**src/rtl/euler_pkg.sv**
```systemverilog
// euler_pkg: scheduler state encoding and err_code values shared by the Euler step scheduler files.
package euler_pkg;
    typedef enum logic [2:0] {S_IDLE, S_LOAD, S_ISSUE, S_WAIT, S_ADVANCE, S_DONE, S_ERR} state_t;
    localparam logic [1:0] ERR_NONE    = 2'b00;
    localparam logic [1:0] ERR_CFG     = 2'b01;
    localparam logic [1:0] ERR_CORE    = 2'b10;
    localparam logic [1:0] ERR_TIMEOUT = 2'b11;
endpackage

```
**src/rtl/euler_watchdog.sv**
```systemverilog
// euler_watchdog: counts enabled cycles since the last clear and flags the TIMEOUT-th one.
module euler_watchdog #(
    parameter int TIMEOUT = 4096
) (
    input  logic clk,
    input  logic rst,
    input  logic clear,
    input  logic enable,
    output logic expired
);
    localparam int W = $clog2(TIMEOUT + 1);
    logic [W-1:0] cnt;
    always_ff @(posedge clk) begin
        if (!rst) cnt <= '0;
        else if (clear) cnt <= '0;
        else if (enable) cnt <= cnt + 1'b1;
    end
    assign expired = enable && cnt == W'(TIMEOUT - 1);
endmodule

```
**src/rtl/euler_step_scheduler.sv**
```systemverilog
// euler_step_scheduler: walks time from t0 to t_end in steps of at most h_step,
// launching one external Euler core step per iteration and guarding each with a watchdog.
module euler_step_scheduler
    import euler_pkg::*;
#(
    parameter int DATA_SIZE = 16,
    parameter int CNT_SIZE  = 16,
    parameter int TIMEOUT   = 4096
) (
    input  logic                 clk,
    input  logic                 rst,
    input  logic                 start,
    input  logic                 abort,
    input  logic [DATA_SIZE-1:0] t0,
    input  logic [DATA_SIZE-1:0] t_end,
    input  logic [DATA_SIZE-1:0] h_step,
    output logic                 core_start,
    output logic [DATA_SIZE-1:0] core_h,
    input  logic                 core_finish,
    input  logic                 core_error,
    output logic [DATA_SIZE-1:0] t_now,
    output logic [CNT_SIZE-1:0]  step_count,
    output logic                 busy,
    output logic                 done,
    output logic                 error,
    output logic [1:0]           err_code
);
    state_t state, state_n;
    logic [1:0] err_n;
    logic [DATA_SIZE-1:0] t_end_r, h_r, t_sum, rem, h_eff;
    logic first_wait, expired;

    euler_watchdog #(.TIMEOUT(TIMEOUT)) u_watchdog (
        .clk(clk),
        .rst(rst),
        .clear(state == S_ISSUE),
        .enable(state == S_WAIT),
        .expired(expired)
    );

    // in ADVANCE the next step size is taken from the time being committed this cycle
    assign t_sum = t_now + core_h;
    assign rem   = t_end_r - (state == S_ADVANCE ? t_sum : t_now);
    assign h_eff = h_r < rem ? h_r : rem;

    always_ff @(posedge clk) begin
        if (!rst) state <= S_IDLE;
        else state <= state_n;
    end

    always_comb begin
        state_n    = state;
        err_n      = err_code;
        core_start = state == S_ISSUE;
        busy       = state inside {S_LOAD, S_ISSUE, S_WAIT, S_ADVANCE};
        done       = state inside {S_DONE, S_ERR};
        error      = state == S_ERR;
        case (state)
            S_IDLE: if (start) state_n = S_LOAD;
            S_LOAD: begin
                if (h_r == '0 || t_end_r < t_now) begin
                    state_n = S_ERR;
                    err_n   = ERR_CFG;
                end else state_n = t_end_r == t_now ? S_DONE : S_ISSUE;
            end
            S_ISSUE: state_n = S_WAIT;
            S_WAIT: begin
                if (core_error) begin
                    state_n = S_ERR;
                    err_n   = ERR_CORE;
                end else if (core_finish && !first_wait) state_n = S_ADVANCE;
                else if (expired) begin
                    state_n = S_ERR;
                    err_n   = ERR_TIMEOUT;
                end
            end
            S_ADVANCE: begin
                if (t_sum == t_end_r) state_n = S_DONE;
                else if (&step_count) begin
                    state_n = S_ERR;
                    err_n   = ERR_TIMEOUT;
                end else state_n = S_ISSUE;
            end
            S_DONE, S_ERR: begin
                if (start) begin
                    state_n = S_LOAD;
                    err_n   = ERR_NONE;
                end
            end
            default: state_n = S_IDLE;
        endcase
        if (abort) begin
            state_n = S_IDLE;
            err_n   = ERR_NONE;
        end
    end

    always_ff @(posedge clk) begin
        if (!rst) begin
            t_end_r    <= '0;
            h_r        <= '0;
            t_now      <= '0;
            step_count <= '0;
            core_h     <= '0;
            first_wait <= 1'b0;
            err_code   <= ERR_NONE;
        end else begin
            if (state_n == S_LOAD) begin
                t_end_r    <= t_end;
                h_r        <= h_step;
                t_now      <= t0;
                step_count <= '0;
            end else if (state == S_ADVANCE && !abort) begin
                t_now      <= t_sum;
                step_count <= &step_count ? step_count : step_count + 1'b1;
            end
            if (state_n == S_ISSUE) core_h <= h_eff;
            // a finish level still high from the previous step must not be taken on the first WAIT cycle
            first_wait <= state == S_ISSUE;
            err_code   <= err_n;
        end
    end
endmodule

```
**config.mk**
```make
export PLATFORM = sky130hd
export DESIGN_NAME = euler_step_scheduler
export DESIGN_NICKNAME = d
export VERILOG_FILES = /design/src/rtl/euler_pkg.sv /design/src/rtl/euler_watchdog.sv /design/src/rtl/euler_step_scheduler.sv
export SDC_FILE = /design/constraint.sdc
export NUM_CORES = 1
export LEC_CHECK = 0
export ABC_CLOCK_PERIOD_IN_PS = 7200
export BUFFER_PORTS_ARGS = -buffer_cell sky130_fd_sc_hd__buf_2
export CORE_ASPECT_RATIO = 1.4
export CORE_MARGIN = 10
export CORE_UTILIZATION = 59
export DETAILED_ROUTE_END_ITERATION = 10
export PLACE_DENSITY = 0.89
export RECOVER_POWER = 25
export SLEW_MARGIN = 15
export SYNTH_ARGS = -nofsm -noshare
export SYNTH_HDL_FRONTEND = slang
export SYNTH_SLANG_ARGS = --single-unit
```
**constraint.sdc**
```tcl
create_clock -name clk -period 7.2 [get_ports clk]
set_clock_uncertainty 0.15 [all_clocks]
set_input_delay 1.8 -clock clk [delete_from_list [all_inputs] [get_ports clk]]
set_output_delay 1.8 -clock clk [all_outputs]
set_load 0.005 [all_outputs]
```
== Word level (Yosys, flattened, before mapping) ==
Index checks and enable logic that the tools add are counted.
Storage, ports and cells
  output and inout port bits: 54
  flip-flop bits (word level): 99
Cells by class
  order comparisons: 2
  bitwise logic cells: 2
  reduce and logical (&&, ||, !) cells: 20
  eq/ne operators: 17
  muxes and demuxes: 22
  add/subtract/negate cells: 4
Operator list (number)
  $mux W16: 4
  $eq A16 B16 Y1: 2
  $lt A16 B16 Y1: 2
  $mux W3: 9
  $add A16 B1 Y16 const B: 1
  $add A16 B16 Y16: 1
  $logic_not A16 Y1: 1
  $reduce_and A16 Y1: 1
  $sub A16 B16 Y16: 1
  $pmux W3 S5: 1
  $mux W2: 7
  $add A13 B1 Y13 const B: 1
  $eq A13 B12 Y1 const B: 1
  $eq A3 B2 Y1 const B: 3
  $eq A3 B3 Y1 const B: 3
  $pmux W2 S4: 1
  $reduce_bool A4 Y1: 2
  $reduce_or A2 Y1: 4
  $reduce_and A7 Y1: 1
  $eq A3 B1 Y1 const B: 2
  $ne A3 B3 Y1 const B: 2
  $ne A2 B1 Y1 const B: 2
  $ne A2 B2 Y1 const B: 2
  $reduce_bool A2 Y1: 2
  7 further kinds: 11

== Longest topological paths before layout ==
Gate-level depths: netlist of the first run.
  depth after elaboration: 9
  mapped depth: 28
  gate-level depth less buffers: 27

== Modules after synthesis ==
A second synthesis of the first run with hierarchy kept.
Second synthesis, totals
  cell total of the unflattened synthesis: 906
  area, all modules: 7350.8 um^2
Modules (own cells, without submodules)
  euler_step_scheduler: instances 1, sequential area each 1721.7 um^2, cells an instance 837, area an instance 6740.2 um^2
  euler_watchdog: instances 1, sequential area each 260.2 um^2, cells an instance 69, area an instance 610.6 um^2

== Worst setup path before layout of the first run ==
No wires, ideal clock.
  path kind: register to register
  start: register t_now[0]
  end: register core_h[10]
  required time: 6985 ps
  setup slack: 1510 ps
  arrival: 5475 ps
  buffers on the path: 1
  library setup time: 65 ps
  stages on the path, launching flop included: 29
  cell sequence: dfxtp_1 -> ha_1 -> inv_1 -> fa_1 -> nand2b_1 -> a211oi_2 -> o21ai_1 -> nand2_1 -> nand2_1 -> o311a_2 -> a21oi_1 -> ha_1 -> or2_2 -> a21oi_1 -> inv_1 -> a21oi_1 -> a21oi_1 -> o21a_1 -> xnor2_1 -> ha_1 -> a21o_1 -> a21o_1 -> a21oi_1 -> o21ai_0 -> nor2_2 -> clkbuf_1 -> mux2i_1 -> mux2i_1 -> nor2b_1
Between the ends
  cells in the longest elaborated chain, start to end: 6
  elaborated cells between the ends (all ways): 15
  those cells by class: add/sub (2); order compare (2); eq/ne (3); mux (7); reduce/logical (1)
RTL lines
  start, declared: RTL line euler_step_scheduler.sv:21  | output logic [DATA_SIZE-1:0] t_now,
  start signal, assigned: RTL line euler_step_scheduler.sv:111  | t_now <= t0;
  start signal, assigned: RTL line euler_step_scheduler.sv:114  | t_now <= t_sum;
  parallel branches: the longest is 6 deep, another holds $add A16 B16 Y16
  end signal, assigned: RTL line euler_step_scheduler.sv:104  | core_h <= '0;
  end signal, assigned: RTL line euler_step_scheduler.sv:117  | if (state_n == S_ISSUE) core_h <= h_eff;
  end, declared: RTL line euler_step_scheduler.sv:18  | output logic [DATA_SIZE-1:0] core_h,
Several ways; the timed one is not identified.
A chain may end at the register's enable or synchronous reset.

== Worst setup path in the final report of the first run ==
  start: register t_now[0]
  end: register core_h[6]
Same word-level chain as after synthesis.

==> results of run 1 <==
through the flow:
stage	instance area, um^2	hold slack [ps]	setup WS, ps	total power (W)	cells
2_1_floorplan	7497	303.5	1510	0.003329	938
4_1_cts	8330	342.6	923.4	0.004526	1174
3_3_place_gp	8040	315.9	1207	0.003954	1158
5_1_grt	8289	384.9	371.7	0.004971	1174
3_5_place_dp	8040	333.0	985.5	0.004021	1158
6_report	8289	345.9	834.5	0.004536	1174
worst paths after layout:
path	end	from	slack (ps)	depth (start not counted)
min	u_watchdog.cnt[1]$_SDFFE_PP0P_	u_watchdog.cnt[1]$_SDFFE_PP0P_	350	2
min reg2reg	u_watchdog.cnt[1]$_SDFFE_PP0P_	u_watchdog.cnt[1]$_SDFFE_PP0P_	350	2
max	core_h[6]$_SDFFE_PN0N_	t_now[0]$_SDFFE_PN0P_	830	28
max reg2reg	core_h[6]$_SDFFE_PN0N_	t_now[0]$_SDFFE_PN0P_	830	28
flip-flops by register name, summed over array words and instances, names as in the netlist, 2 cells and up:
register	count
core_h	16
state	3
t_now	16
step_count	16
t_end_r	16
h_r	16
err_code	2
u_watchdog.cnt	13
synthesized netlist by cell type, types with 3 or more instances:
library cell | number | area [um^2]
nor4_1 | 7 | 43.79
clkbuf_1 | 23 | 86.33
nor3_1 | 18 | 90.09
xnor2_1 | 26 | 227.7
ha_1 | 63 | 788.3
and3_1 | 8 | 50.05
nand3b_1 | 5 | 37.54
buf_6 | 4 | 45.04
o21a_1 | 13 | 97.59
mux2i_1 | 30 | 300.3
o31a_1 | 3 | 26.28
a21boi_0 | 47 | 352.8
or4_1 | 3 | 22.52
o21ai_0 | 24 | 120.1
nand4_1 | 15 | 93.84
nand2_1 | 122 | 457.9
a21o_1 | 14 | 105.1
nor2_1 | 85 | 319.1
a22oi_1 | 10 | 75.07
xor2_1 | 31 | 271.5
buf_2 | 11 | 55.05
nand3_1 | 35 | 175.2
o21ai_1 | 6 | 30.03
o211a_1 | 5 | 50.05
nor2b_1 | 23 | 143.9
o211ai_1 | 5 | 37.54
and2_1 | 7 | 43.79
or2_2 | 5 | 31.28
a211oi_1 | 5 | 37.54
a211oi_2 | 3 | 37.54
a31oi_1 | 5 | 31.28
a21oi_1 | 53 | 265.3
nor4b_1 | 3 | 26.28
nand2b_1 | 10 | 62.56
inv_1 | 45 | 168.9
or3_1 | 8 | 50.05
dfxtp_1 | 99 | 1982
layout make-up:
class	count	area, um^2	area share, %
Sequential cell	99	1982	23.91
Timing Repair Buffer	114	546.8	6.596
Multi-Input combinational cell	750	5114	61.69
Tap cell	150	187.7	2.264
Inverter	45	168.9	2.038
Clock buffer	10	229.0	2.762
Clock inverter	6	61.31	0.7396
power by group through the flow:
stage | clock, W | combinational [W] | sequential (W)
after global routing | 0.000508 | 0.00355 | 0.000912
final | 0.000474 | 0.00317 | 0.000893
after floorplan | 0 | 0.00252 | 0.000812
after global placement | 0 | 0.00306 | 0.000893
after CTS | 0.000481 | 0.00316 | 0.000887
after detailed placement | 0 | 0.00312 | 0.000898
logic make-up after synthesis:
logic type	Yosys count	share of synthesized area, %
buffers and inverters	89	5.490
adders and majority gates	65	11.05
xor gates and xnor gates	61	7.794
DFF	99	26.44
and+or+nand+nor	369	24.07
muxes	30	4.005
AOI/OAI and AO/OA	225	21.16
layer usage:
metal | vias to the layer above | share of wire [%] | global-route usage, %
met1 | 3286 | 40 | 25.43
met5 | - | 0 | 0
met3 | 88 | 5.5 | 4.426
met4 | 0 | 7.3 | 17.97
met2 | 259 | 48 | 38.87
li1 | 3495 | - | -
worst register-to-register path: cells and delay by family, from the launching register on:
kind            cells  cell delay (ps)
compound gates     10             2400
fa+ha+maj           4             1220
simple gates        7             1120
buf+inv             4              510
flops               1              400
mux                 2              280
xor+xnor            1              190
==> qor.yml, run 1 <==
outcome: "finished with violations"
failed_checks: "capacitance limit, slew limit"
cts_max_level: 3
path_clk_slew_ps: 80
num_rows: 48
switching_share_pct: 50.06
drive_gt1_share_pct: 12.70
drt-vias-per-instance: 6.072
vias: 7128
min_period_over_period_pct: 88.41
io_pins: 108
drt-pass1-iter-count: 5
maxCapViolations: 1
port_buffers: 107
fin_nets: 1138
antenna_found_initial: 0
tns_ps: 0
drt_iter0_drc: 503
grt_start_max_net_pins: 77
period_needed_ps: 6365
crit_buf_inv: 4
cts_tree: "done"
finalHoldViolCount: 0
grt_pass1_vias: 7050
criticalPathCategory: "flip-flop to flip-flop"
worst_pin_slew_ps: 2820
ys_seq_area_share_pct: 26.44
dpl.hpwl_mm: 16.24
cts_buffers: 9
fmaxAchievable_mhz: 157.1
postCtsSetupBuffers: 0
fillers: 1077
die-width_um: 115.3
leakagePower_nw: 3.521
syn_to_final_growth_pct: 10.56
syn_nets: 1057
grt_pass1_wl_mm: 34.16
crit_path_end_kind: "flip-flop"
combPwrFrac_pct: 69.9
crit_fanout: 10
ir_drop_uv: 352.6
post_drt_wl_per_cell_um: 17.87
syn-cell-area_mm2: 0.007497
internal_power_w: 0.002265
p_per_area_mw_per_mm2: 547.2
gp_congestion: 1.006
start_util_pct: 60.60
ant_nets: 0
finish.utilization_pct: 67.00
ys_async_sr_fraction_pct: 0
clockBufferDepth: 2
routed_wl_mm: 20.98
pwr-share-seq_pct: 19.7
die_area_mm2: 0.01768
finalSetupViolCount: 0
cts.sinks: 99
avgSynthCellArea_um2: 7.993
rsz0062_at_grt: "false"
root_buffer: "clkbuf_16"
yosysWarnings: 0
synth_edf_count: 0
layout_commonest_cell: "nand2_1"
power_switching_w: 0.002271
diodes: 0
critPathMaxStageDelay_ps: 520
synth_flop_cell: "dfxtp_1"
path_common_cell: "a21oi_1"
slew_headroom_pct: -87.99
ctsHoldBuffers: 0
cts_resized: 0
coreArea_mm2: 0.01237
slew_violations: 77
p_clk_share_pct: 10.4
grt_use_total_pct: 23.47
min_path_type: "flip-flop to flip-flop"
final_cell_mix: "122 x nand2_1, 99 x dfxtp_1, 85 x nor2_1"
synth_cell_types: 80
syn_inst: 938
clk_latency_ps: 350
ys_ff_latch: 99
drcViolationCount: 0
setup.worst_path.start_class: "flip-flop"
cp_top_family: "compound AO/OA/AOI/OAI gates"
die-height_um: 153.4
crit_arrival_ps: 6460
required_ps: 7290
slowest_stage: "a2111oi_0"
grt-ovfl-total: 0
No activity file was read; power rests on OpenSTA's default activity.
==> run 2: changes to the inputs <==
--- a/config.mk
+++ b/config.mk
@@ -7,7 +7,7 @@
 export LEC_CHECK = 0
 export ABC_CLOCK_PERIOD_IN_PS = 7200
 export BUFFER_PORTS_ARGS = -buffer_cell sky130_fd_sc_hd__buf_2
-export CORE_ASPECT_RATIO = 1.4
+export CORE_ASPECT_RATIO = 1.2
 export CORE_MARGIN = 10
 export CORE_UTILIZATION = 59
 export DETAILED_ROUTE_END_ITERATION = 10
==> qor.yml, run 2 (synthesized netlist as in run 1, its figures left out) <==
busiest_layer: "met2"
grt-ovfl-total: 0  # unchanged
reg2reg_from: "t_now[0]$_SDFFE_PN0P_"
cts_resized: 0  # unchanged
finish.utilization_pct: 66.17  # -0.83 points
clk_latency_ps: 360  # about the same
reg2reg_depth: 28  # unchanged
finalHoldViolCount: 0  # unchanged
p_per_area_mw_per_mm2: 556.9  # +1.8%
clockBufferDepth: 2  # unchanged
drt-vias-per-instance: 6.103  # +0.52%
grt_use_total_pct: 23.96  # +0.50 points
start_util_pct: 59.71  # -0.89 points
crit_path_end_kind: "flip-flop"
ctsHoldBuffers: 0  # unchanged
leakagePower_nw: 3.528  # +0.19%
required_ps: 7290  # about the same
criticalPathCategory: "flip-flop to flip-flop"
grt_pass1_wl_mm: 34.13  # about the same
vias: 7238  # +1.5%
io_pins: 108  # unchanged
failed_checks: "capacitance limit, slew limit"
syn_to_final_growth_pct: 10.81
ant_nets: 0  # unchanged
cts.sinks: 99  # unchanged
worst_pin_slew_ps: 2938  # +118.0 ps
min_path_type: "flip-flop to flip-flop"
slowest_stage: "a2111oi_0"
grt_pass1_vias: 7037  # -0.18%
diodes: 0  # unchanged
layout_commonest_cell: "nand2_1"
drt_iter0_drc: 684  # +36%
pwr-share-seq_pct: 19.3  # -0.4 points
rsz0062_at_grt: "false"
ir_drop_uv: 368.3  # +4.4%
grt_use_met2_pct: 39.57  # +0.70 points
use_met1_pct: 27.45  # +2.0 points
port_buffers: 107  # unchanged
dpl.hpwl_mm: 16.05  # -1.2%
tns_ps: 0  # unchanged
drt-pass1-iter-count: 5  # unchanged
regToRegSetupSlack_ps: 780  # -50 ps
grt_use_met3_pct: 4.474  # +0.048 points
routed_wl_mm: 21.23  # +1.2%
path_clk_slew_ps: 70  # about the same
switching_share_pct: 50.42  # +0.36 points
path_common_cell: "a21oi_1"
die_area_mm2: 0.01764  # -0.26%
p_clk_share_pct: 10.6  # +0.2 points
die-height_um: 143.5  # -6.5%
maxCapViolations: 1  # unchanged
slew_headroom_pct: -95.86  # -7.9 points
crit_arrival_ps: 6510  # +50 ps
coreArea_mm2: 0.01256  # +1.5%
num_rows: 45  # -6.3%
antenna_found_initial: 0  # unchanged
power_switching_w: 0.002333  # +2.7%
final_cell_mix: "122 x nand2_1, 99 x dfxtp_1, 85 x nor2_1"
crit_fanout: 11  # +1
postCtsSetupBuffers: 0  # unchanged
seqCellArea_mm2: 0.001982  # unchanged
fmaxAchievable_mhz: 155.8  # -0.84%
period_needed_ps: 6419  # +53.98 ps
combPwrFrac_pct: 70.1  # +0.2 points
fin_nets: 1138  # unchanged
gp_congestion: 0.9523  # -5.3%
holdPathStages: 2  # unchanged
critPathMaxStageDelay_ps: 550  # +30 ps
root_buffer: "clkbuf_16"
drive_gt1_share_pct: 12.82  # +0.12 points
die-width_um: 122.9  # +6.6%
min_period_over_period_pct: 89.16  # +0.75 points
multiInputGateArea_mm2: 0.005114  # unchanged
finalSetupViolCount: 0  # unchanged
hp-start: "u_watchdog.cnt[1]$_SDFFE_PP0P_"
outcome: "finished with violations"
cts_max_level: 3  # unchanged
cts_tree: "done"
internal_power_w: 0.002294  # +1.2%
grt_start_max_net_pins: 77  # unchanged
worst_hold_path.endpoint: "u_watchdog.cnt[1]$_SDFFE_PP0P_"
drcViolationCount: 0  # unchanged
setup.worst_path.start_class: "flip-flop"
reg2reg_to: "core_h[7]$_SDFFE_PN0N_"
post_drt_wl_per_cell_um: 17.90  # +0.21%
cts_buffers: 9  # unchanged
fillers: 1071  # -0.56%
slew_violations: 77  # unchanged
[run 2: per-layer routing]
metal / vias to the layer above / share of wire (%)
li1: 3490 / -
met1: 3335 / 40
met5: - / 0
met3: 85 / 7.5
met2: 328 / 47
met4: 0 / 6.1
[run 2: critical path, delay by kind of cell (launching register included)]
family	cells	cell delay (ps)
AO/OA/AOI/OAI	10	2330
XOR/XNOR	1	230
adder cells (fa/ha/maj)	4	1210
buffers and inverters	4	500
flip-flops	1	410
multiplexers	2	320
AND/OR/NAND/NOR	7	1130
[run 2: how the worst max path moves through the flow]
stage / endpoint / startpoint / slack [ps]
after floorplan: core_h[10]$_SDFFE_PN0N_ / t_now[0]$_SDFFE_PN0P_ / 1510
after global placement: core_h[0]$_SDFFE_PN0N_ / t_now[0]$_SDFFE_PN0P_ / 1290
after detailed placement: core_h[13]$_SDFFE_PN0N_ / t_now[0]$_SDFFE_PN0P_ / 990
after CTS: core_h[7]$_SDFFE_PN0N_ / t_now[0]$_SDFFE_PN0P_ / 880
after global routing: core_h[7]$_SDFFE_PN0N_ / t_now[0]$_SDFFE_PN0P_ / 500
final: core_h[7]$_SDFFE_PN0N_ / t_now[0]$_SDFFE_PN0P_ / 780
[run 2: area by class of cell]
| class | instances | area share, % |
|---|---|---|
| clock inverters | 5 | 0.7681 |
| repair buffers | 114 | 6.611 |
| well taps | 164 | 2.470 |
| multi-input cells | 750 | 61.55 |
| flip-flops and latches | 99 | 23.86 |
| clock buffers | 9 | 2.711 |
| inverters | 45 | 2.033 |
[run 2: stage by stage]
stage | power [W] | cell area (um^2) | instances | hold slack, ps | worst slack (ps)
after floorplan | 0.003329 | 7497 | 938 | 303.5 | 1510
after global placement | 0.003943 | 8058 | 1172 | 322.5 | 1291
after detailed placement | 0.004051 | 8058 | 1172 | 326.3 | 992.9
after CTS | 0.004592 | 8347 | 1186 | 335.4 | 880.5
after global routing | 0.005030 | 8308 | 1186 | 370.5 | 504.6
final | 0.004626 | 8308 | 1186 | 332.4 | 780.6
[run 2: power groups by stage]
stage / Sequential [W] / Combinational [W] / Clock [W]
CTS: 0.000882 / 0.00322 / 0.000493
finish: 0.000893 / 0.00324 / 0.000489
floorplan: 0.000812 / 0.00252 / 0
detailed placement: 0.000893 / 0.00316 / 0
global route: 0.000904 / 0.00361 / 0.000516
global placement: 0.000891 / 0.00305 / 0
==> run 3: changes to the inputs <==
--- a/config.mk
+++ b/config.mk
@@ -8,7 +8,7 @@
 export ABC_CLOCK_PERIOD_IN_PS = 7200
 export BUFFER_PORTS_ARGS = -buffer_cell sky130_fd_sc_hd__buf_2
 export CORE_ASPECT_RATIO = 1.2
-export CORE_MARGIN = 10
+export CORE_MARGIN = 2
 export CORE_UTILIZATION = 59
 export DETAILED_ROUTE_END_ITERATION = 10
 export PLACE_DENSITY = 0.89
==> qor.yml, run 3 (synthesized netlist as in run 1, its figures left out) <==
start_util_pct: 59.71  # unchanged
diodes: 0  # unchanged
ctsHoldBuffers: 0  # unchanged
criticalPathCategory: "flip-flop to flip-flop"
die-width_um: 106.9  # -13%
setup.worst_path.start_class: "flip-flop"
grt-ovfl-total: 0  # unchanged
cts_tree: "done"
cts_resized: 0  # unchanged
ant_nets: 0  # unchanged
finish.utilization_pct: 66.32  # +0.15 points
fmaxAchievable_mhz: 161.3  # +3.5%
die-height_um: 127.5  # -11%
hp-start: "u_watchdog.cnt[1]$_SDFFE_PP0P_"
ir_drop_uv: 361.2  # -1.9%
crit_buf_inv: 4  # unchanged
antenna_found_initial: 0  # unchanged
pwr-share-seq_pct: 19.5  # +0.2 points
routed_wl_mm: 20.08  # -5.4%
grt_pass1_vias: 6782  # -3.6%
min_period_over_period_pct: 86.12  # -3.0 points
cts.sinks: 99  # unchanged
critPathMaxStageDelay_ps: 500  # -50 ps
crit_arrival_ps: 6290  # -220 ps
vias: 7153  # -1.2%
reg2reg_depth: 28  # unchanged
post_drt_wl_per_cell_um: 16.90  # -5.6%
p_per_area_mw_per_mm2: 549.5  # -1.3%
clockBufferDepth: 2  # unchanged
slew_violations: 77  # unchanged
grt_start_max_net_pins: 77  # unchanged
cts_buffers: 9  # unchanged
crit_path_end_kind: "flip-flop"
outcome: "finished with violations"
switching_share_pct: 50.06  # -0.36 points
gp_congestion: 0.9866  # +3.6%
root_buffer: "clkbuf_16"
dpl.hpwl_mm: 15.30  # -4.7%
fin_nets: 1138  # unchanged
slowest_stage: "a2111oi_0"
drcViolationCount: 0  # unchanged
tns_ps: 0  # unchanged
drt_iter0_drc: 578  # -15%
holdPathStages: 2  # unchanged
port_buffers: 107  # unchanged
power_switching_w: 0.002291  # -1.8%
setup_ws_ps: 999.1  # +218.5 ps
regToRegSetupSlack_ps: 1000  # +220 ps
combPwrFrac_pct: 70.0  # about the same
leakagePower_nw: 3.598  # +2.0%
crit_fanout: 12  # +1
slew_headroom_pct: -88.73  # +7.1 points
finalSetupViolCount: 0  # unchanged
reg2reg_to: "core_h[7]$_SDFFE_PN0N_"
pre_cts_slack_ps: 1117  # +123.8 ps
io_pins: 108  # unchanged
rsz0062_at_grt: "false"
drt-vias-per-instance: 6.021  # -1.3%
grt_use_total_pct: 30.47  # +6.5 points
required_ps: 7290  # about the same
drt-pass1-iter-count: 5  # unchanged
clk_latency_ps: 360  # about the same
grt_pass1_wl_mm: 32.93  # -3.5%
cts_max_level: 3  # unchanged
internal_power_w: 0.002285  # -0.38%
syn_to_final_growth_pct: 11.06
final_cell_mix: "122 x nand2_1, 99 x dfxtp_1, 95 x buf_2"
worst_pin_slew_ps: 2831  # -106.9 ps
layout_commonest_cell: "nand2_1"
die_area_mm2: 0.01363  # -23%
postCtsSetupBuffers: 0  # unchanged
finalHoldViolCount: 0  # unchanged
min_path_type: "flip-flop to flip-flop"
coreArea_mm2: 0.01256  # unchanged
period_needed_ps: 6201  # -218.5 ps
failed_checks: "capacitance limit, slew limit"
maxCapViolations: 1  # unchanged
p_clk_share_pct: 10.5  # about the same
drive_gt1_share_pct: 14.45  # +1.6 points
reg2reg_from: "t_now[0]$_SDFFE_PN0P_"
num_rows: 45  # unchanged
path_common_cell: "a21oi_1"
worst_hold_path.endpoint: "u_watchdog.cnt[1]$_SDFFE_PP0P_"
path_clk_slew_ps: 70  # about the same
cp_top_family: "compound AO/OA/AOI/OAI gates"
==> run 3: changes by cell type in the layout (fill, tap and decap cells not counted) <==
cell / delta
clkbuf_1: -15
inv_6: +1
clkinv_4: -1
bufinv_16: -1
and2_1: +1
clkbuf_8: +1
and2_0: -1
inv_8: +1
buf_2: +16
==> run 3: routing by layer <==
| layer | global-route usage [%] | part of all wire, % | vias to the layer above |
|---|---|---|---|
| met4 | 20.63 | 7.1 | 0 |
| met5 | 0 | 0 | - |
| met2 | 52.08 | 47 | 280 |
| met3 | 4.133 | 5.5 | 90 |
| met1 | 35.19 | 41 | 3290 |
| li1 | - | - | 3493 |
==> run 3: power groups by stage <==
| stage | Clock [W] | Sequential, W | Combinational, W |
|---|---|---|---|
| finish | 0.000480 | 0.000894 | 0.00320 |
| global route | 0.000511 | 0.000910 | 0.00357 |
| CTS | 0.000488 | 0.000887 | 0.00317 |
| detailed placement | 0 | 0.000897 | 0.00314 |
| global placement | 0 | 0.000892 | 0.00304 |
| floorplan | 0 | 0.000812 | 0.00252 |
==> run 3: final cells by class <==
cell class	count	area [um^2]
sequential	99	1982
multi-input combinational	750	5114
timing repair buffer	114	569.3
tap	164	205.2
fill	1069	4229
clock inverter	5	45.04
inverter	45	168.9
clock buffer	11	242.7
==> run 3: stage by stage <==
step | area (um^2) | instances | hold slack [ps] | total power [W]
2_1_floorplan | 7497 | 938 | 303.5 | 0.003329
3_3_place_gp | 8058 | 1172 | 318.4 | 0.003935
3_5_place_dp | 8058 | 1172 | 330.7 | 0.004038
4_1_cts | 8346 | 1188 | 341.0 | 0.004545
5_1_grt | 8327 | 1188 | 352.9 | 0.004992
6_report | 8327 | 1188 | 347.3 | 0.004576
==> run 3: worst max-delay path by stage <==
stage	start	endpoint	slack (ps)	cells past startpoint
after floorplan	t_now[0]$_SDFFE_PN0P_	core_h[10]$_SDFFE_PN0N_	1510	28
after global placement	t_now[0]$_SDFFE_PN0P_	core_h[11]$_SDFFE_PN0N_	1290	28
after detailed placement	t_now[0]$_SDFFE_PN0P_	core_h[7]$_SDFFE_PN0N_	1120	28
after CTS	t_now[0]$_SDFFE_PN0P_	core_h[7]$_SDFFE_PN0N_	1040	28
after global routing	t_now[0]$_SDFFE_PN0P_	core_h[0]$_SDFFE_PN0N_	410	28
final	t_now[0]$_SDFFE_PN0P_	core_h[7]$_SDFFE_PN0N_	1000	28
==> run 3: worst register-to-register path: cells and delay by family, from the launching register on <==
kind | cells | cell delay (ps)
flops | 1 | 400
simple gates | 7 | 1080
buf+inv | 4 | 510
mux | 2 | 290
compound gates | 10 | 2250
fa+ha+maj | 4 | 1220
xor+xnor | 1 | 180
